File: config.mk
export PLATFORM = sky130hd
export DESIGN_NAME = xdma_axi4lite_bar_arbiter
export DESIGN_NICKNAME = d
export VERILOG_FILES = /design/src/rtl/xdma_axi4lite_bar_arbiter.sv
export SDC_FILE = /design/constraint.sdc
export NUM_CORES = 1
export LEC_CHECK = 0
export CELL_PAD_IN_SITES_DETAIL_PLACEMENT = 0
export CELL_PAD_IN_SITES_GLOBAL_PLACEMENT = 1
export CORE_AREA = 2 2 174 176
export CTS_CLUSTER_DIAMETER = 80
export DETAILED_ROUTE_END_ITERATION = 8
export DIE_AREA = 0 0 176 178
export GPL_TIMING_DRIVEN = 1
export PLACE_DENSITY = 0.65
export SLEW_MARGIN = 20
export SYNTH_ARGS = -nofsm -noshare
export SYNTH_HDL_FRONTEND = slang
export SYNTH_SLANG_ARGS = --single-unit
File: constraint.sdc
create_clock -name clock -period 2.2 [get_ports clock]
set_clock_uncertainty 0.05 [all_clocks]
set_input_delay 0.44 -clock clock [delete_from_list [all_inputs] [get_ports clock]]
set_output_delay 0.44 -clock clock [all_outputs]
set_load 0.005 [all_outputs]
File: src/rtl/xdma_axi4lite_bar_arbiter.sv
// Two-requester AXI4-Lite arbiter sharing the XDMA BAR register-file slave.
// Write and read channels each own an independent round-robin grant FSM.
//   state | meaning
//   IDLE  | no owner; arbitrate on awvalid (write) / arvalid (read), grant lands next edge
//   BUSY  | owner holds the channel; address and data forwarded once, released on the B/R handshake
module xdma_axi4lite_bar_arbiter #(
  parameter int ADDR_W = 32,
  parameter int DATA_W = 32
) (
  input  logic                clock,
  input  logic                reset,
  input  logic [ADDR_W-1:0]   io_s0_axi_write_awaddr,
  input  logic                io_s0_axi_write_awvalid,
  output logic                io_s0_axi_write_awready,
  input  logic [DATA_W-1:0]   io_s0_axi_write_wdata,
  input  logic [DATA_W/8-1:0] io_s0_axi_write_wstrb,
  input  logic                io_s0_axi_write_wvalid,
  output logic                io_s0_axi_write_wready,
  output logic [1:0]          io_s0_axi_write_bresp,
  output logic                io_s0_axi_write_bvalid,
  input  logic                io_s0_axi_write_bready,
  input  logic [ADDR_W-1:0]   io_s0_axi_read_araddr,
  input  logic                io_s0_axi_read_arvalid,
  output logic                io_s0_axi_read_arready,
  output logic [DATA_W-1:0]   io_s0_axi_read_rdata,
  output logic [1:0]          io_s0_axi_read_rresp,
  output logic                io_s0_axi_read_rvalid,
  input  logic                io_s0_axi_read_rready,
  input  logic [ADDR_W-1:0]   io_s1_axi_write_awaddr,
  input  logic                io_s1_axi_write_awvalid,
  output logic                io_s1_axi_write_awready,
  input  logic [DATA_W-1:0]   io_s1_axi_write_wdata,
  input  logic [DATA_W/8-1:0] io_s1_axi_write_wstrb,
  input  logic                io_s1_axi_write_wvalid,
  output logic                io_s1_axi_write_wready,
  output logic [1:0]          io_s1_axi_write_bresp,
  output logic                io_s1_axi_write_bvalid,
  input  logic                io_s1_axi_write_bready,
  input  logic [ADDR_W-1:0]   io_s1_axi_read_araddr,
  input  logic                io_s1_axi_read_arvalid,
  output logic                io_s1_axi_read_arready,
  output logic [DATA_W-1:0]   io_s1_axi_read_rdata,
  output logic [1:0]          io_s1_axi_read_rresp,
  output logic                io_s1_axi_read_rvalid,
  input  logic                io_s1_axi_read_rready,
  output logic [ADDR_W-1:0]   io_m_axi_write_awaddr,
  output logic                io_m_axi_write_awvalid,
  input  logic                io_m_axi_write_awready,
  output logic [DATA_W-1:0]   io_m_axi_write_wdata,
  output logic [DATA_W/8-1:0] io_m_axi_write_wstrb,
  output logic                io_m_axi_write_wvalid,
  input  logic                io_m_axi_write_wready,
  input  logic [1:0]          io_m_axi_write_bresp,
  input  logic                io_m_axi_write_bvalid,
  output logic                io_m_axi_write_bready,
  output logic [ADDR_W-1:0]   io_m_axi_read_araddr,
  output logic                io_m_axi_read_arvalid,
  input  logic                io_m_axi_read_arready,
  input  logic [DATA_W-1:0]   io_m_axi_read_rdata,
  input  logic [1:0]          io_m_axi_read_rresp,
  input  logic                io_m_axi_read_rvalid,
  output logic                io_m_axi_read_rready,
  output logic [1:0]          io_wr_owner,
  output logic [1:0]          io_rd_owner
);

  typedef enum logic {IDLE = 1'b0, BUSY = 1'b1} ch_state_e;

  ch_state_e wr_state, wr_state_nxt, rd_state, rd_state_nxt;
  logic wr_own, wr_own_nxt, wprio, wprio_nxt, aw_done, aw_done_nxt, w_done, w_done_nxt;
  logic rd_own, rd_own_nxt, rprio, rprio_nxt, ar_done, ar_done_nxt;

  // Owner-selected requester signals; only consumed while BUSY.
  logic [ADDR_W-1:0]   wr_awaddr, rd_araddr;
  logic [DATA_W-1:0]   wr_wdata;
  logic [DATA_W/8-1:0] wr_wstrb;
  logic                wr_awvalid, wr_wvalid, wr_bready, rd_arvalid, rd_rready;
  logic                aw_rdy, w_rdy, ar_rdy;

  assign wr_awaddr  = wr_own ? io_s1_axi_write_awaddr  : io_s0_axi_write_awaddr;
  assign wr_awvalid = wr_own ? io_s1_axi_write_awvalid : io_s0_axi_write_awvalid;
  assign wr_wdata   = wr_own ? io_s1_axi_write_wdata   : io_s0_axi_write_wdata;
  assign wr_wstrb   = wr_own ? io_s1_axi_write_wstrb   : io_s0_axi_write_wstrb;
  assign wr_wvalid  = wr_own ? io_s1_axi_write_wvalid  : io_s0_axi_write_wvalid;
  assign wr_bready  = wr_own ? io_s1_axi_write_bready  : io_s0_axi_write_bready;
  assign rd_araddr  = rd_own ? io_s1_axi_read_araddr   : io_s0_axi_read_araddr;
  assign rd_arvalid = rd_own ? io_s1_axi_read_arvalid  : io_s0_axi_read_arvalid;
  assign rd_rready  = rd_own ? io_s1_axi_read_rready   : io_s0_axi_read_rready;

  assign io_wr_owner = {wr_state == BUSY, (wr_state == BUSY) & wr_own};
  assign io_rd_owner = {rd_state == BUSY, (rd_state == BUSY) & rd_own};

  always_ff @(posedge clock or negedge reset) begin
    if (!reset) begin
      wr_state <= IDLE;
      wr_own   <= 1'b0;
      wprio    <= 1'b0;
      aw_done  <= 1'b0;
      w_done   <= 1'b0;
      rd_state <= IDLE;
      rd_own   <= 1'b0;
      rprio    <= 1'b0;
      ar_done  <= 1'b0;
    end else begin
      wr_state <= wr_state_nxt;
      wr_own   <= wr_own_nxt;
      wprio    <= wprio_nxt;
      aw_done  <= aw_done_nxt;
      w_done   <= w_done_nxt;
      rd_state <= rd_state_nxt;
      rd_own   <= rd_own_nxt;
      rprio    <= rprio_nxt;
      ar_done  <= ar_done_nxt;
    end
  end

  always_comb begin
    wr_state_nxt = wr_state;
    wr_own_nxt   = wr_own;
    wprio_nxt    = wprio;
    aw_done_nxt  = aw_done;
    w_done_nxt   = w_done;
    aw_rdy       = 1'b0;
    w_rdy        = 1'b0;
    io_m_axi_write_awaddr   = '0;
    io_m_axi_write_awvalid  = 1'b0;
    io_m_axi_write_wdata    = '0;
    io_m_axi_write_wstrb    = '0;
    io_m_axi_write_wvalid   = 1'b0;
    io_m_axi_write_bready   = 1'b0;
    io_s0_axi_write_awready = 1'b0;
    io_s0_axi_write_wready  = 1'b0;
    io_s0_axi_write_bresp   = 2'b00;
    io_s0_axi_write_bvalid  = 1'b0;
    io_s1_axi_write_awready = 1'b0;
    io_s1_axi_write_wready  = 1'b0;
    io_s1_axi_write_bresp   = 2'b00;
    io_s1_axi_write_bvalid  = 1'b0;
    case (wr_state)
      IDLE: begin
        if (io_s0_axi_write_awvalid | io_s1_axi_write_awvalid) begin
          wr_own_nxt   = (io_s0_axi_write_awvalid & io_s1_axi_write_awvalid) ? wprio
                                                                            : io_s1_axi_write_awvalid;
          wprio_nxt    = ~wr_own_nxt;
          wr_state_nxt = BUSY;
        end
      end
      BUSY: begin
        aw_rdy = io_m_axi_write_awready & ~aw_done;
        w_rdy  = io_m_axi_write_wready & ~w_done;
        io_m_axi_write_awaddr  = wr_awaddr;
        io_m_axi_write_awvalid = wr_awvalid & ~aw_done;
        io_m_axi_write_wdata   = wr_wdata;
        io_m_axi_write_wstrb   = wr_wstrb;
        io_m_axi_write_wvalid  = wr_wvalid & ~w_done;
        io_m_axi_write_bready  = wr_bready;
        if (wr_own) begin
          io_s1_axi_write_awready = aw_rdy;
          io_s1_axi_write_wready  = w_rdy;
          io_s1_axi_write_bresp   = io_m_axi_write_bresp;
          io_s1_axi_write_bvalid  = io_m_axi_write_bvalid;
        end else begin
          io_s0_axi_write_awready = aw_rdy;
          io_s0_axi_write_wready  = w_rdy;
          io_s0_axi_write_bresp   = io_m_axi_write_bresp;
          io_s0_axi_write_bvalid  = io_m_axi_write_bvalid;
        end
        if (wr_awvalid & aw_rdy) aw_done_nxt = 1'b1;
        if (wr_wvalid & w_rdy)   w_done_nxt  = 1'b1;
        if (io_m_axi_write_bvalid & wr_bready) begin
          aw_done_nxt  = 1'b0;
          w_done_nxt   = 1'b0;
          wr_state_nxt = IDLE;
        end
      end
      default: wr_state_nxt = IDLE;
    endcase
  end

  always_comb begin
    rd_state_nxt = rd_state;
    rd_own_nxt   = rd_own;
    rprio_nxt    = rprio;
    ar_done_nxt  = ar_done;
    ar_rdy       = 1'b0;
    io_m_axi_read_araddr   = '0;
    io_m_axi_read_arvalid  = 1'b0;
    io_m_axi_read_rready   = 1'b0;
    io_s0_axi_read_arready = 1'b0;
    io_s0_axi_read_rdata   = '0;
    io_s0_axi_read_rresp   = 2'b00;
    io_s0_axi_read_rvalid  = 1'b0;
    io_s1_axi_read_arready = 1'b0;
    io_s1_axi_read_rdata   = '0;
    io_s1_axi_read_rresp   = 2'b00;
    io_s1_axi_read_rvalid  = 1'b0;
    case (rd_state)
      IDLE: begin
        if (io_s0_axi_read_arvalid | io_s1_axi_read_arvalid) begin
          rd_own_nxt   = (io_s0_axi_read_arvalid & io_s1_axi_read_arvalid) ? rprio
                                                                          : io_s1_axi_read_arvalid;
          rprio_nxt    = ~rd_own_nxt;
          rd_state_nxt = BUSY;
        end
      end
      BUSY: begin
        ar_rdy = io_m_axi_read_arready & ~ar_done;
        io_m_axi_read_araddr  = rd_araddr;
        io_m_axi_read_arvalid = rd_arvalid & ~ar_done;
        io_m_axi_read_rready  = rd_rready;
        if (rd_own) begin
          io_s1_axi_read_arready = ar_rdy;
          io_s1_axi_read_rdata   = io_m_axi_read_rdata;
          io_s1_axi_read_rresp   = io_m_axi_read_rresp;
          io_s1_axi_read_rvalid  = io_m_axi_read_rvalid;
        end else begin
          io_s0_axi_read_arready = ar_rdy;
          io_s0_axi_read_rdata   = io_m_axi_read_rdata;
          io_s0_axi_read_rresp   = io_m_axi_read_rresp;
          io_s0_axi_read_rvalid  = io_m_axi_read_rvalid;
        end
        if (rd_arvalid & ar_rdy) ar_done_nxt = 1'b1;
        if (io_m_axi_read_rvalid & rd_rready) begin
          ar_done_nxt  = 1'b0;
          rd_state_nxt = IDLE;
        end
      end
      default: rd_state_nxt = IDLE;
    endcase
  end

endmodule

==> key figures <==
Setup path
  • Worst reg2reg setup slack: 620 ps
  • Crit path max-delay family: buffers and inverters
  • WP data arrival: 1760 ps
  • FF-to-FF path depth: 7
  • Start point of the critical path: wr_own$_DFFE_PN0P_
  • Worst path cell trace: buf_4 -> mux2_4 -> nand2_1 -> nor2_1 -> clkdlybuf4s50_1
  • Crit Path Max Fanout: 6
  • Buf/Inv on CP: 2
  • CP max stage delay: ~510 ps
  • Slowest CP cell: dfrtp_4
  • Crit path required time: between 1500 and 2000 ps
  • Reg-to-Reg Start: rd_own$_DFFE_PN0P_
  • Startpoint types: flip-flop
  • FF-to-FF End: rd_state$_DFF_PN0_
  • Setup crit end kind: output port
  • Class of the most critical setup path: reg2out

Outcome
  • Status: complete, but fails checks
  • Violated checks: setup timing

Power and ir drop
  • Comb pwr share: 89.8%
  • Register share of total power: under 10%
  • Switch share: between 30% and 40%
  • Worst IR drop on VDD: 0.255 mV
  • Total Power: 6.47 mW
  • Leak: about 4.4 nW
  • Clock Power Share: ~4.9%
  • Internal power: ~4 mW
  • Pwr Density: 809 nW/um^2
  • NetSw: 2.48 mW

Synthesis
  • Avg Cell Area, Syn: between 7 and 8 sq um
  • Synth Area in Simple Gates: 36.4%
  • Yosys warns: 0
  • Post-synthesis mux area share: 40.0%
  • Adder and majority cell fraction of the synthesized area: 0%
  • Post-synthesis compound-gate area fraction: 3.33%
  • Largest family of logic cells by synthesized area: multiplexers
  • Synth Area in XOR/XNOR: 0%
  • Yosys reg bits: 9
  • Sequential area share after synthesis: roughly 8.5%
  • Mapped Cells: 375
  • Post-synth cell types: 19
  • Synthesized net count: approximately 630
  • Syn Std Cell Area: between 2000 and 3000 sq um

Global route
  • Initial antenna violation count: 0
  • Largest net degree at the start of global routing: between 60 and 70
  • Grt ovf: 0
  • All-layer global routing usage: 9.54%
  • First-pass GRT wire length: between 20000 and 25000 um
  • Vias in the first global route: about 4300

Placed design
  • I/O Buffers: about 440
  • Worst slack, placed: -141 ps
  • Gp weighted congestion: around 0.73
  • Hpwl dp: ~15000 um

Detailed routing
  • Via density: approximately 3.6
  • DRT antenna net count: 0
  • Final wirelength: between 15000 and 20000 um
  • Via Count: 4380
  • WL/cell: 14.2 um
  • DR iter-0 viols: between 70 and 80
  • Residual DRC: 0
  • Pre-antenna DRT Iters: 4

Timing
  • Worst-Margin Slew: between 400 and 500 ps
  • Fmax achieved: roughly 0.44 GHz
  • Final Hold Fails: 0
  • Rel. slew slack: 69.4%
  • Tmin final: between 2000 and 2500 ps
  • Final WS setup: -54.5 ps
  • Fin crit share: 102%
  • Final Slew Violations: 0
  • Final number of setup-violating endpoints: 4
  • RSZ-0062 raised after global routing: yes

Floorplanning
  • I/O Pins: roughly 440
  • Row count: between 60 and 70
  • Full die area: between 30000 and 40000 sq um
  • Initial core utilization: slightly above 9%
  • Die X: 176 um
  • Die height: 178 um
  • Core area: a little under 30000 sq um

Clocking
  • CTS tree: done
  • Clk Latency, worst-skew pair: about 230 ps
  • Cts bufs inserted: 3
  • Clock Pin Slew Worst Setup and Hold Paths: roughly 40 ps
  • Max clock buf depth: 2
  • Clk sinks: 9
  • H-tree levels: 1
  • Clock root cell: clkbuf_16

Cells and area
  • Layout cells sized above 1: a little under a tenth
  • Diode count: 0
  • Final net count: between 1000 and 1500
  • Area grow syn2layout: 200%

Hold path
  • Worst hold endpoint: rprio$_DFFE_PN0P_
  • Hold-critical path depth: 1
  • Hold Startpoint: rprio$_DFFE_PN0P_
  • Worst min path class: reg2reg

Run
  • Max_cap viols: 0
-- worst max path at each step --
stage | endpoint | slack (ps) | depth (start not counted)
final | io_m_axi_write_wvalid | -50 | 5
after global routing | io_m_axi_write_wvalid | -120 | 5
after CTS | io_m_axi_write_awaddr[11] | -150 | 5
after detailed placement | io_m_axi_write_wstrb[2] | -140 | 4
after global placement | io_m_axi_write_wstrb[2] | -150 | 4
after floorplan | io_m_axi_write_awaddr[0] | 730 | 5
-- synthesized netlist by cell type --
library cell,n,area [sq um]
nor2_1,111,417
mux2i_1,102,1020
and2_1,38,238
and3_1,38,238
clkbuf_1,12,45.0
a21oi_1,9,45.0
dfrtp_1,9,225
buf_2,8,40.0
a31oi_1,7,43.8
buf_4,7,52.6
nand2_1,7,26.3
buf_12,6,120
clkbuf_2,4,20.0
inv_1,4,15.0
nand2b_1,4,25.0
mux2_4,3,45.0
nor3_1,3,15.0
buf_6,2,22.5
nor2_4,1,11.3
-- state kept, by name, summed over array words and instances, names as in the netlist --
name	flops
rd_own	1
ar_done	1
rprio	1
wprio	1
wr_state	1
w_done	1
aw_done	1
wr_own	1
rd_state	1
-- what timing repair did --
action / CTS / global route
pin swaps: 4 / 5
endpoints found under the setup margin: 100 / 80
cloned: 1 / 3
hold buffers: 0 / 0
buffers inserted: 3 / 6
resized for setup: 99 / 83
-- power by group through the flow --
stage	logic, mW	registers (mW)	clock network (mW)
final	5.81	0.343	0.318
after global routing	6.30	0.354	0.336
after CTS	5.71	0.343	0.327
after detailed placement	5.94	0.340	0
after global placement	6.00	0.342	0
after floorplan	2.65	0.280	0
-- routing by layer --
metal | global-route usage, % | routed length (um) | up-vias
li1 | - | - | 2178
met2 | 19.6 | 9620 | 262
met3 | 2.49 | 1700 | 8
met1 | 9.69 | 5910 | 1932
met5 | 0 | 0 | -
met4 | 1.38 | 104 | 0
-- cells by family after synthesis --
kind of cell,Yosys count
and+or+nand+nor,202
muxes,105
DFF,9
buffers and inverters,43
AOI/OAI and AO/OA,16
-- cells in the final DEF, fill, tap and decap left out, types with 3 or more instances in the layout --
cell type	count
clkdlybuf4s50_1	299
nand2_1	6
mux2i_1	98
dlygate4sd2_1	77
nand2b_1	4
a21oi_1	9
and2_1	38
nor2_1	109
a31oi_1	7
mux2i_2	4
buf_4	32
clkbuf_16	6
buf_12	11
dlymetal6s2s_1	56
and3_1	35
clkdlybuf4s15_1	3
mux2_4	3
nor3_1	3
dfrtp_1	7
clkbuf_2	8
and3_4	3
-- stage by stage --
step | util (%) | TNS (ps) | instances | instance area, sq um | hold slack [ps]
after floorplan | - | 0 | 375 | 2670 | 94.4
after global placement | 26.2 | -353 | 1207 | 7690 | 425
after detailed placement | 26.2 | -419 | 1207 | 7690 | 435
after CTS | 26.3 | -755 | 1215 | 7740 | 441
after global routing | 27.2 | -1050 | 1223 | 8010 | 453
final | 27.2 | -104 | 1223 | 8010 | 443
-- cell type report --
cell class	count	area, sq um
fillers	3185	21400
multi-input cells	323	2170
clock buffers	4	78.8
well taps	390	488
repair buffers	493	5030
flip-flops and latches	9	230
inverters	4	15.0
Power figures use the tool's default switching activity.
